### src/rtl/act_pkg.sv
// Shared types and constants for the activation-unit arbiter.
// FSM encodings, in-flight tag layout and statistics helpers.
package act_pkg;

  localparam int DATA_W_DEF = 20;
  localparam int ID_W       = 3;

  localparam logic [1:0] ST_IDLE  = 2'd0;
  localparam logic [1:0] ST_RUN   = 2'd1;
  localparam logic [1:0] ST_DRAIN = 2'd2;

  localparam logic [2:0] STAT_SEL_BUSY = 3'd7;

  typedef struct packed {
    logic            valid;
    logic [ID_W-1:0] id;
  } tag_t;

  function automatic logic [15:0] sat_inc(
    input logic [15:0] v
  );
    return (v == 16'hFFFF) ? v : v + 16'd1;
  endfunction

endpackage

### src/rtl/act_unit_arbiter_rr.sv
// Combinational round-robin picker for the activation arbiter.
// Searches cyclically from ptr; the pointer register lives in the parent.
module rr_arbiter
  import act_pkg::*;
#(
  parameter int N  = 4,
  parameter int IW = (N > 1) ? $clog2(N) : 1
) (
  input  logic [N-1:0]  eligible,
  input  logic [IW-1:0] ptr,
  output logic [N-1:0]  grant,
  output logic [IW-1:0] grant_idx,
  output logic          grant_any
);

  localparam int IW1 = IW + 1;

  logic [IW:0] pos;

  // first eligible requester at or after ptr, wrapping at N
  always_comb begin
    grant     = '0;
    grant_idx = '0;
    grant_any = 1'b0;
    pos       = '0;
    for (int k = 0; k < N; k++) begin
      pos = {1'b0, ptr} + IW1'(k);
      if (pos >= IW1'(N)) begin
        pos = pos - IW1'(N);
      end
      if (!grant_any && eligible[pos[IW-1:0]]) begin
        grant_any            = 1'b1;
        grant[pos[IW-1:0]]   = 1'b1;
        grant_idx            = pos[IW-1:0];
      end
    end
  end

endmodule

### src/rtl/act_unit_arbiter.sv
// Round-robin sequencer sharing one fixed-latency activation unit.
// Optional statistics counters: define ACT_ARB_STATS_EN.
module act_unit_arbiter
  import act_pkg::*;
#(
  parameter int N_REQ  = 4,
  parameter int DATA_W = DATA_W_DEF,
  parameter int LAT    = 3
) (
  input  logic                    clk,
  input  logic                    rst,
  input  logic [N_REQ-1:0]        req_valid,
  input  logic [N_REQ*DATA_W-1:0] req_data,
  output logic [N_REQ-1:0]        req_ready,
  output logic [N_REQ-1:0]        rsp_valid,
  output logic [N_REQ*DATA_W-1:0] rsp_data,
  input  logic [N_REQ-1:0]        rsp_ready,
  output logic                    unit_in_valid,
  output logic [DATA_W-1:0]       unit_in_data,
  input  logic                    unit_out_valid,
  input  logic [DATA_W-1:0]       unit_out_data,
  input  logic                    flush_req,
  output logic                    flush_done,
  output logic                    err,
  output logic [15:0]             stat_cnt,
  input  logic [2:0]              stat_sel
);

  localparam int IW = (N_REQ > 1) ? $clog2(N_REQ) : 1;

  logic [1:0]        state_q;
  logic [1:0]        state_d;
  logic [IW-1:0]     rr_ptr;
  logic [IW-1:0]     next_ptr;
  tag_t              tag_q [LAT+1];
  tag_t              tag_end;
  logic              tags_empty;
  logic              drain_done;
  logic [N_REQ-1:0]  inflight;
  logic [N_REQ-1:0]  eligible;
  logic [N_REQ-1:0]  grant;
  logic [IW-1:0]     grant_idx;
  logic              grant_any;
  logic [N_REQ-1:0]  rsp_valid_q;
  logic [DATA_W-1:0] rsp_q   [N_REQ];
  logic [DATA_W-1:0] req_arr [N_REQ];

  for (genvar i = 0; i < N_REQ; i++) begin : g_pack
    assign req_arr[i] = req_data[i*DATA_W +: DATA_W];
    assign rsp_data[i*DATA_W +: DATA_W] = rsp_q[i];
  end

  assign tag_end   = tag_q[LAT];
  assign rsp_valid = rsp_valid_q;
  assign req_ready = grant;

  // requesters with a tag anywhere in the pipeline are busy
  always_comb begin
    inflight   = '0;
    tags_empty = 1'b1;
    for (int s = 0; s <= LAT; s++) begin
      if (tag_q[s].valid) begin
        tags_empty = 1'b0;
      end
      for (int i = 0; i < N_REQ; i++) begin
        if (tag_q[s].valid && tag_q[s].id == ID_W'(i)) begin
          inflight[i] = 1'b1;
        end
      end
    end
  end

  assign eligible = req_valid & ~inflight & ~rsp_valid_q
                  & {N_REQ{state_q == ST_RUN}};

  rr_arbiter #(
    .N  (N_REQ),
    .IW (IW)
  ) u_rr (
    .eligible  (eligible),
    .ptr       (rr_ptr),
    .grant     (grant),
    .grant_idx (grant_idx),
    .grant_any (grant_any)
  );

  assign next_ptr = (grant_idx == IW'(N_REQ - 1))
                  ? '0 : grant_idx + IW'(1);

  assign drain_done = (state_q == ST_DRAIN) && tags_empty;

  // run/drain sequencing; IDLE is held while flush stays high
  always_comb begin
    state_d = state_q;
    case (state_q)
      ST_IDLE: begin
        if (|req_valid && !flush_req) begin
          state_d = ST_RUN;
        end
      end
      ST_RUN: begin
        if (flush_req) begin
          state_d = ST_DRAIN;
        end else if (tags_empty && !(|req_valid)) begin
          state_d = ST_IDLE;
        end
      end
      ST_DRAIN: begin
        if (tags_empty) begin
          state_d = ST_IDLE;
        end
      end
      default: state_d = ST_IDLE;
    endcase
  end

  // FSM, pointer, unit issue register and error flag
  always_ff @(posedge clk or posedge rst) begin
    if (rst) begin
      state_q       <= ST_IDLE;
      rr_ptr        <= '0;
      flush_done    <= 1'b0;
      unit_in_valid <= 1'b0;
      unit_in_data  <= '0;
      err           <= 1'b0;
    end else begin
      state_q       <= state_d;
      flush_done    <= drain_done;
      unit_in_valid <= grant_any;
      if (grant_any) begin
        unit_in_data <= req_arr[grant_idx];
        rr_ptr       <= next_ptr;
      end
      // only a missing result is flagged; strays are dropped
      if (tag_end.valid && !unit_out_valid) begin
        err <= 1'b1;
      end
    end
  end

  // tag shift register aligned with the unit latency
  always_ff @(posedge clk or posedge rst) begin
    if (rst) begin
      for (int s = 0; s <= LAT; s++) begin
        tag_q[s] <= '0;
      end
    end else begin
      tag_q[0].valid <= grant_any;
      tag_q[0].id    <= ID_W'(grant_idx);
      for (int s = 1; s <= LAT; s++) begin
        tag_q[s] <= tag_q[s-1];
      end
    end
  end

  // capture tagged results and hold until consumed
  always_ff @(posedge clk or posedge rst) begin
    if (rst) begin
      rsp_valid_q <= '0;
      for (int i = 0; i < N_REQ; i++) begin
        rsp_q[i] <= '0;
      end
    end else begin
      for (int i = 0; i < N_REQ; i++) begin
        if (tag_end.valid && unit_out_valid
            && tag_end.id == ID_W'(i)) begin
          rsp_q[i]       <= unit_out_data;
          rsp_valid_q[i] <= 1'b1;
        end else if (rsp_valid_q[i] && rsp_ready[i]) begin
          rsp_valid_q[i] <= 1'b0;
        end
      end
    end
  end

`ifdef ACT_ARB_STATS_EN
  logic [15:0] gcnt [N_REQ];
  logic [15:0] busy_cnt;
  logic [15:0] stat_q;

  // saturating grant and busy counters, cleared by a finished flush
  always_ff @(posedge clk or posedge rst) begin
    if (rst) begin
      busy_cnt <= '0;
      for (int i = 0; i < N_REQ; i++) begin
        gcnt[i] <= '0;
      end
    end else if (flush_done) begin
      busy_cnt <= '0;
      for (int i = 0; i < N_REQ; i++) begin
        gcnt[i] <= '0;
      end
    end else begin
      if (unit_in_valid) begin
        busy_cnt <= sat_inc(busy_cnt);
      end
      for (int i = 0; i < N_REQ; i++) begin
        if (grant[i]) begin
          gcnt[i] <= sat_inc(gcnt[i]);
        end
      end
    end
  end

  // registered readout mux
  always_ff @(posedge clk or posedge rst) begin
    if (rst) begin
      stat_q <= '0;
    end else if (flush_done) begin
      stat_q <= '0;
    end else if (stat_sel == STAT_SEL_BUSY) begin
      stat_q <= busy_cnt;
    end else if (int'(stat_sel) < N_REQ) begin
      stat_q <= gcnt[stat_sel[IW-1:0]];
    end else begin
      stat_q <= '0;
    end
  end

  assign stat_cnt = stat_q;
`else
  logic unused_stat;
  assign unused_stat = ^stat_sel;
  assign stat_cnt    = '0;
`endif

endmodule

### config.mk
export PLATFORM = sky130hd
export DESIGN_NAME = act_unit_arbiter
export DESIGN_NICKNAME = d
export VERILOG_FILES = /design/src/rtl/act_pkg.sv /design/src/rtl/act_unit_arbiter_rr.sv /design/src/rtl/act_unit_arbiter.sv
export SDC_FILE = /design/constraint.sdc
export NUM_CORES = 1
export LEC_CHECK = 0
export CORE_MARGIN = 5
export CORE_UTILIZATION = 39
export CTS_CLUSTER_DIAMETER = 50
export DETAILED_ROUTE_END_ITERATION = 16
export GPL_TIMING_DRIVEN = 0
export PLACE_DENSITY = 0.76
export REMOVE_ABC_BUFFERS = 1
export SLEW_MARGIN = 10
export SYNTH_ARGS = -nofsm -noshare
export SYNTH_HDL_FRONTEND = slang
export SYNTH_SLANG_ARGS = --single-unit
### constraint.sdc
create_clock -name clk -period 4.31 [get_ports clk]
set_clock_uncertainty 0.2 [all_clocks]
set_input_delay 0.862 -clock clk [delete_from_list [all_inputs] [get_ports clk]]
set_output_delay 0.862 -clock clk [all_outputs]
set_load 0.005 [all_outputs]
==> results_dict.tcl <==
set metrics [dict create \
    holdWs_ps 228.5 \
    multi_input_area_um2 2683 \
    ys.warnings.count 0 \
    placedCellCount 890 \
    num-fill-cells 1203 \
    worst_pin_slew_ps 1073 \
    dp.final_hpwl_mm 13.20 \
    cp_common_cell "clkdlybuf4s50_1" \
    critPathBufInv 2 \
    p_leak_uw 0.003839 \
    synthArstFlopShare_pct 100.0 \
    p_sw_share_pct 35.36 \
    post-route-period-util_pct 97.94 \
    r2r_end "rr_ptr[1]" \
    cp.arrival_ps 3160 \
    yosysTopAreaCell "dfrtp_1" \
    post-route-min-period_ps 4221 \
    firstDrtPassIters 5 \
    cts_tree "built" \
    drt_iter0_markers 422 \
    p_per_area_nw_per_um2 737.5 \
    path_delay_family "buffers and inverters" \
    clk_latency_ps 420 \
    cts.htree.levels 4 \
    cts_hold_buf 0 \
    outcome "finished clean" \
    r2r-start "rr_ptr[0]" \
    min_from "tag_q[4]" \
    cts_max_path_buffers 2 \
    layout-drive-gt1-share_pct 21.83 \
    die_w_um 133.6 \
    initial_core_util_pct 39.47 \
    die_y_um 133.6 \
    internal-power_uw 4339 \
    cp_slowest_stage_delay_ps 530 \
    reg2reg_slack_ps 200 \
    vias 4972 \
    cp_cell_sequence "clkdlybuf4s50_1 -> nand4bb_1 -> or2_4 -> nor3_4 -> nor2_1 -> a21oi_4 -> a22oi_1 -> o21ai_0 -> clkdlybuf4s50_1" \
    path_depth 9 \
    hold_viol 0 \
    numClockSinks 122 \
    instances_no_fill 930 \
    synthDistinctLibCells 56 \
    antenna_found_initial 0 \
    slew-limit-headroom_pct 28.32 \
    routabilityCongestion 0.8534 \
    dieArea_um2 17840 \
    cp-startpoint "req_valid[0]" \
    synth_cells 501 \
    synth_most_common_cell "dfrtp_1" \
    combPwrFrac_pct 49.9 \
    grt_max_degree 98 \
    maxSlewViolCount 0 \
    seq_area_um2 3054 \
    rows 45 \
    ant_nets 0 \
    synth.top_cell.area_share_pct 51.26 \
    areaGrowthSynthToFinish_pct 52.82 \
    ir_drop_mv 0.5695 \
    worstSetupEndpointType "output port" \
    core_area_um2 15090 \
    grt_pass1_wl_mm 28.76 \
    yosysSeqAreaShare_pct 51.26 \
    synth_area_leaders "dfrtp_1 (51%), mux2_2 (15%), a211oi_1 (5.2%)" \
    cpMaxStageDelayCell "clkdlybuf4s50_1" \
    wl_per_cell_um 19.87 \
    cp-start-kind "input pin" \
    crit_required_ps 3250 \
    crit_path_max_fanout 8 \
    synth_edf_count 0 \
    synth_flop_cell "dfrtp_1" \
    wl_mm 18.48 \
    clockRootBuffer "clkbuf_16" \
    power.share.sequential_pct 30.4 \
    timing_worst_setup_path_type "in2out" \
    grt.overflow.total 0 \
    clkPwrFrac_pct 19.7 \
    synth_commonest_cells "dfrtp_1 (122), mux2_2 (80), a211oi_1 (41)" \
    synth-seq-cells 122 \
    worst_hold_path.endpoint "tag_end[0]" \
    p_sw_uw 2373 \
    synth_area_per_cell_um2 11.89 \
    reg2reg_depth 12 \
    fmax_ghz 0.2369 \
    first_global_vias 5247 \
    io-pin-count 242 \
    portBuffers 222 \
    track_usage_pct 20.35 \
    finalSetupViolations 0 \
    route.detailed.drc 0 \
    drv_cap 0 \
    synth_area_um2 5956 \
    num-nets-final 849 \
    avgViaCountPerCell 5.346 \
    n_antenna_cell 0 \
    hold_depth 0 \
    cts_buffers 17 \
    clk_pin_slew_worst_paths_ps 60 \
    hp-class "reg2reg" \
]
[per-layer routing]
metal / global-route usage [%] / vias up / part of all wire, %
li1: - / 2276 / -
met1: 24.45 / 2497 / 40
met2: 36.15 / 170 / 54
met3: 4.343 / 29 / 4.1
met4: 7.029 / 0 / 2.3
met5: 0 / - / 0
[cell type report]
| cell class | instances | area share (%) |
|---|---|---|
| Clock inverter | 13 | 1.347 |
| Timing Repair Buffer | 241 | 26.90 |
| Multi-Input combinational cell | 317 | 29.47 |
| Sequential cell | 122 | 33.56 |
| Inverter | 30 | 1.375 |
| Tap cell | 188 | 2.585 |
| Clock buffer | 19 | 4.757 |
[logic make-up (layout without fill, tap and decap cells)]
logic type / Yosys count / in the layout / share of synthesized area (%)
DFF: 122 / 122 / 51.26
AOI/OAI and AO/OA: 105 / 105 / 13.72
muxes: 103 / 103 / 19.20
and+or+nand+nor: 88 / 88 / 7.878
buffers and inverters: 77 / 303 / 6.828
adders and majority gates: 5 / 5 / 1.050
other: 1 / 16 / 0.06296
[cells in the final DEF (no fill, tap or decap), types with 3 or more instances in the layout]
master	n
clkdlybuf4s50_1	219
dfrtp_1	121
mux2_2	80
a211oi_1	41
nor2_1	30
inv_1	26
mux2i_1	21
a311oi_1	20
clkbuf_16	17
conb_1	16
nand2_1	10
buf_4	10
o21ai_0	8
a22oi_1	8
clkinv_4	7
buf_8	7
nor3_1	6
nand3b_1	5
nand3_1	5
or2_4	4
clkinv_2	4
and3_1	4
ha_1	4
nand4_1	3
nor3b_1	3
o22ai_1	3
o21ai_2	3
o21ai_1	3
dlymetal6s2s_1	3
[stage by stage]
stage / cell area (µm²) / util, % / setup WS (ps) / total power (µW) / setup TNS, ps
global placement: 8178 / 54.20 / -1546 / 5017 / -233380
finish: 9101 / 60.32 / 88.98 / 6712 / 0
global route: 9101 / 60.32 / -0.4947 / 7106 / -0.4947
detailed placement: 8389 / 55.60 / -214.6 / 5253 / -860.9
CTS: 9014 / 59.73 / 2.846 / 6677 / 0
floorplan: 5720 / - / 5.473 / 3528 / 0
[repair_timing]
action / 4_1_cts / 5_1_grt
gates resized for setup: 12 / 14
endpoints found under the setup margin: 4 / 4
pin swaps: 1 / 5
setup buffers: 2 / 6
[state kept, by name, indices dropped and copies added, names as in the netlist]
signal        count
tag_q             9
tag_end           3
state_q           2
err               1
unit_in_data     20
flush_done        1
rr_ptr            2
rsp_valid         4
rsp_data         80
[worst reg2reg max path, cell delays in order (launching register included)]
cell,delay [ps]
dfrtp_2,560
clkinvlp_4,260
ha_4,390
mux4_2,590
buf_4,180
buf_4,130
a311oi_4,380
buf_8,230
a31o_4,310
inv_4,220
ha_1,360
nand2_1,50
o21ai_0,100
[worst max-delay path by stage]
stage,end,slack [ps]
global route,req_ready[2],-0.5
detailed placement,req_ready[1],-210
floorplan,err,5
finish,req_ready[2],90
CTS,req_ready[1],3
global placement,state_q[0],-1550
[power by group through the flow]
| stage | sequential (µW) | clock, µW | combinational [µW] |
|---|---|---|---|
| 2_1_floorplan | 2020 | 0 | 1510 |
| 4_1_cts | 2030 | 1350 | 3290 |
| 3_3_place_gp | 2010 | 0 | 3010 |
| 3_5_place_dp | 2040 | 0 | 3220 |
| 6_report | 2040 | 1320 | 3350 |
| 5_1_grt | 2110 | 1420 | 3570 |
Note: power is estimated with default switching activity, not from simulation.
